<file path="src/rtl/run_controller_if.sv">
// Command channel of the run controller: a valid/ready handshake carrying an
// opcode and a cycle count.
interface run_controller_if #(
    parameter int unsigned CNT_W = 32
) ();

    logic             cmd_valid;
    logic             cmd_ready;
    logic [1:0]       cmd_op;
    logic [CNT_W-1:0] cmd_count;

    modport master (
        output cmd_valid,
        output cmd_op,
        output cmd_count,
        input  cmd_ready
    );

    modport slave (
        input  cmd_valid,
        input  cmd_op,
        input  cmd_count,
        output cmd_ready
    );

endinterface

</file>
<file path="src/rtl/run_controller.sv">
// Run controller: gates the core clock-enable for single steps, counted runs
// and breakpoint runs, and reports completion with a one-cycle done pulse.
module run_controller #(
    parameter int unsigned XLEN  = 32,
    parameter int unsigned CNT_W = 32
) (
    input  logic             clk,
    input  logic             rst,
    run_controller_if.slave  cmd,
    input  logic             bp_en,
    input  logic [XLEN-1:0]  bp_addr,
    input  logic [XLEN-1:0]  pc_addr,
    input  logic             cnt_clr,
    output logic             core_en,
    output logic             busy,
    output logic             done,
    output logic [1:0]       done_cause,
    output logic [CNT_W-1:0] cycles
);

    typedef enum logic [1:0] {
        StIdle = 2'b00,
        StRun  = 2'b01,
        StDone = 2'b10
    } state_e;

    typedef enum logic [1:0] {
        OpStep  = 2'b00,
        OpRunN  = 2'b01,
        OpRunBp = 2'b10,
        OpHalt  = 2'b11
    } op_e;

    localparam logic [1:0]       CauseCount = 2'b00;
    localparam logic [1:0]       CauseBp    = 2'b01;
    localparam logic [1:0]       CauseHalt  = 2'b10;
    localparam logic [CNT_W-1:0] CntOne     = CNT_W'(1);

    state_e           state_q, state_d;
    logic [1:0]       mode_q, mode_d;
    logic [CNT_W-1:0] remaining_q, remaining_d;
    logic             first_q, first_d;
    logic [1:0]       cause_q, cause_d;
    logic [CNT_W-1:0] cycles_q, cycles_d;

    logic accept;
    logic counted;
    logic halt_acc;
    logic bp_hit;
    logic cnt_end;
    logic stop;

    // Stop conditions evaluated against the current RUN context.
    always_comb begin
        accept   = cmd.cmd_valid && cmd.cmd_ready;
        counted  = (mode_q == OpStep) || (mode_q == OpRunN);
        halt_acc = (state_q == StRun) && cmd.cmd_valid && (cmd.cmd_op == OpHalt);
        // first masks the compare so a run issued while parked on bp_addr still advances.
        bp_hit   = (mode_q == OpRunBp) && bp_en && (pc_addr == bp_addr) && !first_q;
        cnt_end  = counted && (remaining_q == '0);
        stop     = (state_q == StRun) && (halt_acc || bp_hit || cnt_end);
    end

    // State register.
    always_ff @(posedge clk or negedge rst) begin
        if (!rst) begin
            state_q <= StIdle;
        end else begin
            state_q <= state_d;
        end
    end

    // Next-state logic.
    always_comb begin
        state_d = state_q;
        unique case (state_q)
            StIdle: begin
                if (accept) begin
                    state_d = (cmd.cmd_op == OpHalt) ? StDone : StRun;
                end
            end
            StRun: begin
                if (stop) begin
                    state_d = StDone;
                end
            end
            StDone:  state_d = StIdle;
            default: state_d = StIdle;
        endcase
    end

    // Outputs decoded from state; only HALT may pass while running, others stall.
    always_comb begin
        cmd.cmd_ready = 1'b0;
        core_en       = 1'b0;
        busy          = 1'b0;
        done          = 1'b0;
        unique case (state_q)
            StIdle: cmd.cmd_ready = 1'b1;
            StRun: begin
                cmd.cmd_ready = (cmd.cmd_op == OpHalt);
                core_en       = !stop;
                busy          = 1'b1;
            end
            StDone:  done = 1'b1;
            default: ;
        endcase
    end

    assign done_cause = cause_q;
    assign cycles     = cycles_q;

    // Run context, completion cause and enabled-cycle counter next-state.
    always_comb begin
        mode_d      = mode_q;
        remaining_d = remaining_q;
        first_d     = first_q;
        cause_d     = cause_q;
        cycles_d    = cycles_q;

        if ((state_q == StIdle) && accept) begin
            mode_d  = cmd.cmd_op;
            first_d = 1'b1;
            case (cmd.cmd_op)
                OpStep:  remaining_d = CntOne;
                OpRunN:  remaining_d = cmd.cmd_count;
                default: remaining_d = '0;
            endcase
            if (cmd.cmd_op == OpHalt) begin
                cause_d = CauseHalt;
            end
        end

        if (core_en) begin
            first_d = 1'b0;
            if (counted) begin
                remaining_d = remaining_q - CntOne;
            end
        end

        // Priority: halt over breakpoint over count exhaustion.
        if (stop) begin
            cause_d = halt_acc ? CauseHalt : (bp_hit ? CauseBp : CauseCount);
        end

        if (cnt_clr) begin
            cycles_d = '0;
        end else if (core_en && (cycles_q != '1)) begin
            cycles_d = cycles_q + CntOne;
        end
    end

    // Datapath registers.
    always_ff @(posedge clk or negedge rst) begin
        if (!rst) begin
            mode_q      <= 2'b00;
            remaining_q <= '0;
            first_q     <= 1'b0;
            cause_q     <= CauseCount;
            cycles_q    <= '0;
        end else begin
            mode_q      <= mode_d;
            remaining_q <= remaining_d;
            first_q     <= first_d;
            cause_q     <= cause_d;
            cycles_q    <= cycles_d;
        end
    end

endmodule

</file>
<file path="src/flat_wrapper.sv">
// flat-port wrapper written by rule: the top's interface ports become plain ports
module run_controller_flat 
#(
    parameter int unsigned XLEN  = 32,
    parameter int unsigned CNT_W = 32
)
  (clk, rst, bp_en, bp_addr, pc_addr, cnt_clr, core_en, busy, done, done_cause, cycles, cmd_cmd_valid, cmd_cmd_op, cmd_cmd_count, cmd_cmd_ready);
  run_controller_if #(.CNT_W(CNT_W)) cmd_i ();
  input  logic clk;
  input  logic rst;
  input  logic bp_en;
  input  logic [XLEN-1:0] bp_addr;
  input  logic [XLEN-1:0] pc_addr;
  input  logic cnt_clr;
  output logic core_en;
  output logic busy;
  output logic done;
  output logic [1:0] done_cause;
  output logic [CNT_W-1:0] cycles;
  input wire logic [$bits(cmd_i.cmd_valid)-1:0] cmd_cmd_valid;
  input wire logic [$bits(cmd_i.cmd_op)-1:0] cmd_cmd_op;
  input wire logic [$bits(cmd_i.cmd_count)-1:0] cmd_cmd_count;
  output wire logic [$bits(cmd_i.cmd_ready)-1:0] cmd_cmd_ready;
  assign cmd_i.cmd_valid = cmd_cmd_valid;
  assign cmd_i.cmd_op = cmd_cmd_op;
  assign cmd_i.cmd_count = cmd_cmd_count;
  assign cmd_cmd_ready = cmd_i.cmd_ready;
  run_controller #(.XLEN(XLEN), .CNT_W(CNT_W)) u_core (.clk(clk), .rst(rst), .cmd(cmd_i), .bp_en(bp_en), .bp_addr(bp_addr), .pc_addr(pc_addr), .cnt_clr(cnt_clr), .core_en(core_en), .busy(busy), .done(done), .done_cause(done_cause), .cycles(cycles));
endmodule
</file>
<file path="config.mk">
export PLATFORM = sky130hd
export DESIGN_NAME = run_controller_flat
export DESIGN_NICKNAME = d
export VERILOG_FILES = /design/src/rtl/run_controller_if.sv /design/src/rtl/run_controller.sv /design/src/flat_wrapper.sv
export SDC_FILE = /design/constraint.sdc
export NUM_CORES = 1
export LEC_CHECK = 0
export CAP_MARGIN = 25
export CORE_MARGIN = 5
export CORE_UTILIZATION = 41
export DETAILED_ROUTE_END_ITERATION = 8
export PLACE_DENSITY = 0.77
export SYNTH_ARGS = -nofsm -noshare
export SYNTH_HDL_FRONTEND = slang
export SYNTH_SLANG_ARGS = --single-unit
</file>
<file path="constraint.sdc">
create_clock -name clk -period 8 [get_ports clk]
set_input_delay 2.4 -clock clk [delete_from_list [all_inputs] [get_ports clk]]
set_output_delay 2.4 -clock clk [all_outputs]
set_load 0.03 [all_outputs]
</file>
==> results of run 1 <==
-- metal layers --
metal,vias to the layer above,global-route usage [%]
met4,0,5.568
met5,-,0
met3,27,3.812
li1,2283,-
met1,2262,27.64
met2,209,33.56
-- cell usage after synthesis, types with 16 or more instances --
master / n
sky130_fd_sc_hd__nor2_1: 38
sky130_fd_sc_hd__nand4_1: 16
sky130_fd_sc_hd__nand3_1: 20
sky130_fd_sc_hd__dfrtp_1: 71
sky130_fd_sc_hd__nor3_1: 20
sky130_fd_sc_hd__a311oi_1: 22
sky130_fd_sc_hd__nand2_1: 41
sky130_fd_sc_hd__a21oi_1: 83
sky130_fd_sc_hd__o31ai_1: 16
sky130_fd_sc_hd__or3_1: 20
sky130_fd_sc_hd__clkbuf_1: 18
sky130_fd_sc_hd__xor2_1: 27
sky130_fd_sc_hd__o21ai_0: 19
sky130_fd_sc_hd__nor4_1: 19
-- stage by stage --
stage	std cells	hold slack, ns	power (uW)	cell area [um^2]	utilization (%)
after global placement	792	0.4609	1018	6052	55.58
final	810	0.4892	1367	6291	57.78
after detailed placement	794	0.4769	1043	6072	55.77
after floorplan	537	0.4460	880.5	4577	-
after global routing	810	0.5208	1458	6291	57.78
after CTS	810	0.4943	1373	6291	57.78
-- registers in the layout, summed over array words and instances (netlist names) --
signal / flops
u_core.cycles: 32
u_core.mode_q: 2
u_core.remaining_q: 32
u_core.done_cause: 2
u_core.state_q: 2
u_core.first_q: 1
-- cell usage in the layout (no fill, tap or decap), drive strengths merged, types with 21 or more instances in the layout --
cell type | Yosys | final
nor3 | 21 | 21
xor2 | 27 | 27
nor2 | 39 | 39
nand2 | 42 | 42
or3 | 21 | 21
clkdlybuf4s50 | 0 | 139
a311oi | 22 | 22
dfrtp | 71 | 71
a21oi | 83 | 83
-- final cells by class --
type / instances / area share, %
Tap cell: 140 / 2.784
Sequential cell: 71 / 28.24
Inverter: 8 / 0.4773
Clock inverter: 7 / 1.512
Clock buffer: 9 / 1.969
Timing Repair Buffer: 146 / 22.99
Multi-Input combinational cell: 429 / 42.02
-- power breakdown --
| group | switching, uW | leakage, uW | total, uW | internal, uW |
|---|---|---|---|---|
| clock | 149 | 0.000110 | 325 | 176 |
| sequential | 129 | 0.000895 | 583 | 453 |
| combinational | 260 | 0.00132 | 460 | 200 |
| total | 538 | 0.00232 | 1370 | 829 |
-- final timing paths --
path                                          end             startpoint  cells past startpoint  slack, ns
max in group asynchronous  u_core.remaining_q[31]                    rst                      2       5.13
hold reg to reg                    u_core.first_q         u_core.first_q                      1       0.49
setup reg to reg           u_core.remaining_q[31]  u_core.remaining_q[8]                      7       4.91
setup / recovery                          core_en            bp_addr[31]                      8       0.88
min in group asynchronous        u_core.cycles[4]                    rst                      2       2.27
hold / removal                     u_core.first_q         u_core.first_q                      1       0.49
-- worst reg2reg max path, stage by stage, from the launching register on --
cell	delay (ns)
sky130_fd_sc_hd__dfrtp_1	0.46
sky130_fd_sc_hd__or4_4	0.59
sky130_fd_sc_hd__or3_4	0.43
sky130_fd_sc_hd__nor3_1	0.29
sky130_fd_sc_hd__or3_1	0.41
sky130_fd_sc_hd__nand2_2	0.43
sky130_fd_sc_hd__a21oi_1	0.27
sky130_fd_sc_hd__a311oi_1	0.06
-- logic make-up after synthesis --
logic type	after synthesis	share of synthesized area, %
and+or+nand+nor	228	27.64
buffers and inverters	37	3.718
DFF	71	38.82
adders and majority gates	3	0.8202
xor gates and xnor gates	39	7.463
AOI/OAI and AO/OA	156	20.75
muxes	3	0.7927
==> flow_summary.yaml, run 1 <==
critical_path:
  worstSetupStartpointType: "input port"
  cpMaxStageDelayCell: "sky130_fd_sc_hd__clkdlybuf4s50_1"
  arrival_ns: 4.72
  crit_path_max_incr_delay_ns: 0.59
  worstPathCellList: "clkdlybuf4s50_1 > xor2_1 > nor4_1 > nand4_1 > nor4_2 > or3_1 > inv_1 > clkdlybuf4s50_1"
  critical_path.most_common_cell: "sky130_fd_sc_hd__clkdlybuf4s50_1"
  type_of_the_worst_setup_path: "input port to output port"
  crit_fanout: 5
  worstPathBufferInverterCount: 3
  critPathTopFamily: "buffers and inverters"
  required_time_worst_endpoint_ns: 5.60
  end_kind: "output port"
yosys:
  post_synthesis_cell_area_mm2: 0.004577
  synth_flop_cell: "sky130_fd_sc_hd__dfrtp_1"
  synth-seq-area-share_pct: 38.82
  synth_warnings: 0
  async_flop_share_pct: 100.0
  yosys-top-cells-area: "sky130_fd_sc_hd__dfrtp_1 39%, sky130_fd_sc_hd__a21oi_1 9.1%, sky130_fd_sc_hd__xor2_1 5.2%"
  synth_top_cell_area_share_pct: 38.82
  netlist_instances: 537
  synth-seq-cells: 71
  synth-edff-count: 0
  netlist.top_cell.by_area: "sky130_fd_sc_hd__dfrtp_1"
  synth.avg_cell_area_um2: 8.523
  synth.distinct_cells: 54
  synthesized_nets: 643
routing:
  top_signal_layer_used: "met4"
  total_length_of_routed_met2_wires_um: 6912
  vias_per_cell: 5.902
  detail_route.wl_per_cell_um: 17.03
  met3_wirelength_um: 944
  wl_um: 13800
  initialDrtViolationCount: 387
  final_antenna_net_count: 0
  route.vias.total: 4781
  first_pass_iters: 5
  detail_route.wirelength.met1_um: 5702
  detail_route.drc_violations: 0
finish:
  multi_input_gate_area_in_the_final_layout_mm2: 0.002644
  final.fill_count: 971
  drive_gt1_share_pct: 5.970
  antenna_cell_count: 0
  finish.net_count: 771
  seqCellArea_mm2: 0.001777
  area_grow_syn2layout_pct: 37.45
place:
  globalplace.congestion: 0.8477
  port-buffer-count: 140
  detailed_place_hpwl_um: 10160
  detailedPlace.worstSlack_ns: 0.8583
clock_tree:
  cts_made_buffers: 9
  cts_post_setup_buffers_inserted: 0
  cts_sinks: 71
  clock-root-buffer: "sky130_fd_sc_hd__clkbuf_8"
  cts-root-to-sink-buffers: 2
  cts-resized-gates: 0
  clock_tree.htree_level_count: 3
  cts_tree: "yes"
  clk_latency_ns: 0.35
  path_clk_slew_ns: 0.07
  post_cts_hold_buffer_count: 0
outcome:
  outcome: "finished, final reports clean"
global_routing:
  track_usage_pct: 20.37
  grt_start_max_net_pins: 72
  grt-ovfl-total: 0
  initial_antenna_violation_count: 0
  grt_first_pass_wirelength_um: 22240
  number_of_global_route_vias_before_repair: 4540
sta:
  final_critical_path_setup_slack_ns: 0.8781
  tightestPinTransition_ns: 0.9287
  timing.setup.tns_ns: 0
  layout_worst_path_cycle_share_pct: 89.02
  setup_viol: 0
  relSlewSlack_pct: 38.09
  rsz_0062_raised_after_global_routing: "no"
  timing.final.hold_violations: 0
  period_needed_ns: 7.122
  finalMaxSlewViolations: 0
  final.setup_skew_ns: 0.01149
  max_clock_freq_mhz: 140.4
floorplanning:
  pin_count: 141
  floorplan.initialDensity_pct: 42.04
  die_w_um: 115.7
  core.rowCount: 38
  coreArea_mm2: 0.01089
  dieHeight_um: 115.7
  fp.dieArea_mm2: 0.01338
worst_hold_path:
  timing.hold.worst.class: "register to register"
job:
  maxCapViolCount: 0
power:
  power.leakage_uw: 0.002325
  irDropWorstVdd_mv: 0.1465
  power_density_mw_per_mm2: 217.3
(Power assumes the default switching activity.)
==> inputs of run 2 (changes only) <==
- clock period: 8 -> 6.78 ns (I/O delays scaled with it)
==> run 2 against run 1 <==
Against the previous run:
- die area unchanged
- routed wire length decreased by 0.93%
- via count decreased by 1.8%
- critical path depth unchanged
- clock power increased by 18%
- sequential share of layout area about the same
==> flow_summary.yaml, run 2 (synthesized netlist as in run 1, its figures left out) <==
global_routing:
  grt_first_pass_wirelength_um: 22020
  initial_antenna_violation_count: 0
  number_of_global_route_vias_before_repair: 4547
  track_usage_pct: 20.18
  grt-ovfl-total: 0
  grt_start_max_net_pins: 72
routing:
  route.vias.total: 4693
  initialDrtViolationCount: 454
  wl_um: 13670
  vias_per_cell: 5.794
  first_pass_iters: 5
  detail_route.wl_per_cell_um: 16.87
  detail_route.drc_violations: 0
  final_antenna_net_count: 0
critical_path:
  worstSetupStartpointType: "input port"
  required_time_worst_endpoint_ns: 4.75
  end_kind: "output port"
  type_of_the_worst_setup_path: "input port to output port"
  arrival_ns: 4.37
  crit_fanout: 5
finish:
  drive_gt1_share_pct: 5.821
  final_common_cell: "sky130_fd_sc_hd__clkdlybuf4s50_1"
  antenna_cell_count: 0
  finish.utilization_pct: 57.81
  area_grow_syn2layout_pct: 37.53
  finish.net_count: 771
  most-common-layout-cells: "139 x sky130_fd_sc_hd__clkdlybuf4s50_1, 83 x sky130_fd_sc_hd__a21oi_1, 71 x sky130_fd_sc_hd__dfrtp_1, 41 x sky130_fd_sc_hd__nand2_1, 38 x sky130_fd_sc_hd__nor2_1"
clock_tree:
  cts_tree: "yes"
  cts-root-to-sink-buffers: 2
  path_clk_slew_ns: 0.07
  cts_sinks: 71
  clock_tree.htree_level_count: 3
  clk_latency_ns: 0.35
  post_cts_hold_buffer_count: 0
  cts-resized-gates: 0
  cts_made_buffers: 9
  clock-root-buffer: "sky130_fd_sc_hd__clkbuf_8"
  cts_post_setup_buffers_inserted: 0
place:
  detailed_place_hpwl_um: 10060
  globalplace.congestion: 0.8498
  port-buffer-count: 140
sta:
  period_needed_ns: 6.405
  timing.final.hold_violations: 0
  finalMaxSlewViolations: 0
  layout_worst_path_cycle_share_pct: 94.47
  rsz_0062_raised_after_global_routing: "no"
  final.setup_skew_ns: 0.01411
  setup_viol: 0
  hold-worst-slack_ns: 0.4850
  tightestPinTransition_ns: 0.9278
  relSlewSlack_pct: 38.15
  timing.setup.tns_ns: 0
  max_clock_freq_mhz: 156.1
power:
  power.leakage_uw: 0.002325
  power_density_mw_per_mm2: 255.9
  irDropWorstVdd_mv: 0.1550
floorplanning:
  die_w_um: 115.7
  pin_count: 141
  fp.dieArea_mm2: 0.01338
  dieHeight_um: 115.7
  coreArea_mm2: 0.01089
  floorplan.initialDensity_pct: 42.04
  core.rowCount: 38
outcome:
  outcome: "finished, final reports clean"
worst_hold_path:
  timing.hold.worst.class: "register to register"
job:
  maxCapViolCount: 0
-- run 2: power by group --
part / internal [uW] / switching (uW)
clock: 218 / 166
combinational: 235 / 306
sequential: 535 / 151
-- run 2: layout make-up --
class | count | area, um^2
clock buffer | 11 | 141.4
clock inverter | 5 | 81.33
fill | 963 | 4593
inverter | 8 | 30.03
multi-input combinational | 429 | 2644
sequential | 71 | 1777
tap | 140 | 175.2
timing repair buffer | 146 | 1446
-- run 2: worst paths after layout --
| path | start | end | depth (start not counted) | slack, ns |
|---|---|---|---|---|
| setup / recovery | bp_addr[31] | core_en | 8 | 0.38 |
| hold / removal | u_core.mode_q[0] | u_core.mode_q[0] | 2 | 0.49 |
| setup reg to reg | u_core.remaining_q[8] | u_core.remaining_q[20] | 7 | 3.65 |
| hold reg to reg | u_core.mode_q[0] | u_core.mode_q[0] | 2 | 0.49 |
| max in group asynchronous | rst | u_core.remaining_q[31] | 2 | 4.27 |
| min in group asynchronous | rst | u_core.cycles[4] | 2 | 1.88 |
-- run 2: per-stage QoR --
step,worst slack (ns),power [uW],instances,cell area (um^2)
final,0.3752,1611,810,6295
after global routing,0.2560,1717,810,6295
after CTS,0.3631,1613,810,6295
after detailed placement,0.3573,1228,794,6072
after global placement,0.4546,1201,792,6052
after floorplan,1.507,1039,537,4577
-- run 2: metal layers --
layer	global-route usage [%]	share of wire, %	vias to the layer above
met5	0	0	-
met1	27.49	43	2237
met3	4.178	5.2	23
met2	32.87	50	150
met4	5.491	1.7	0
li1	-	-	2283
-- run 2: critical path, cell delays in order --
cell,delay (ns)
sky130_fd_sc_hd__clkdlybuf4s50_1,0.42
sky130_fd_sc_hd__xor2_1,0.17
sky130_fd_sc_hd__nor4_1,0.36
sky130_fd_sc_hd__nand4_1,0.15
sky130_fd_sc_hd__nor4_2,0.33
sky130_fd_sc_hd__or3_1,0.23
sky130_fd_sc_hd__inv_1,0.07
sky130_fd_sc_hd__clkdlybuf4s50_1,0.61
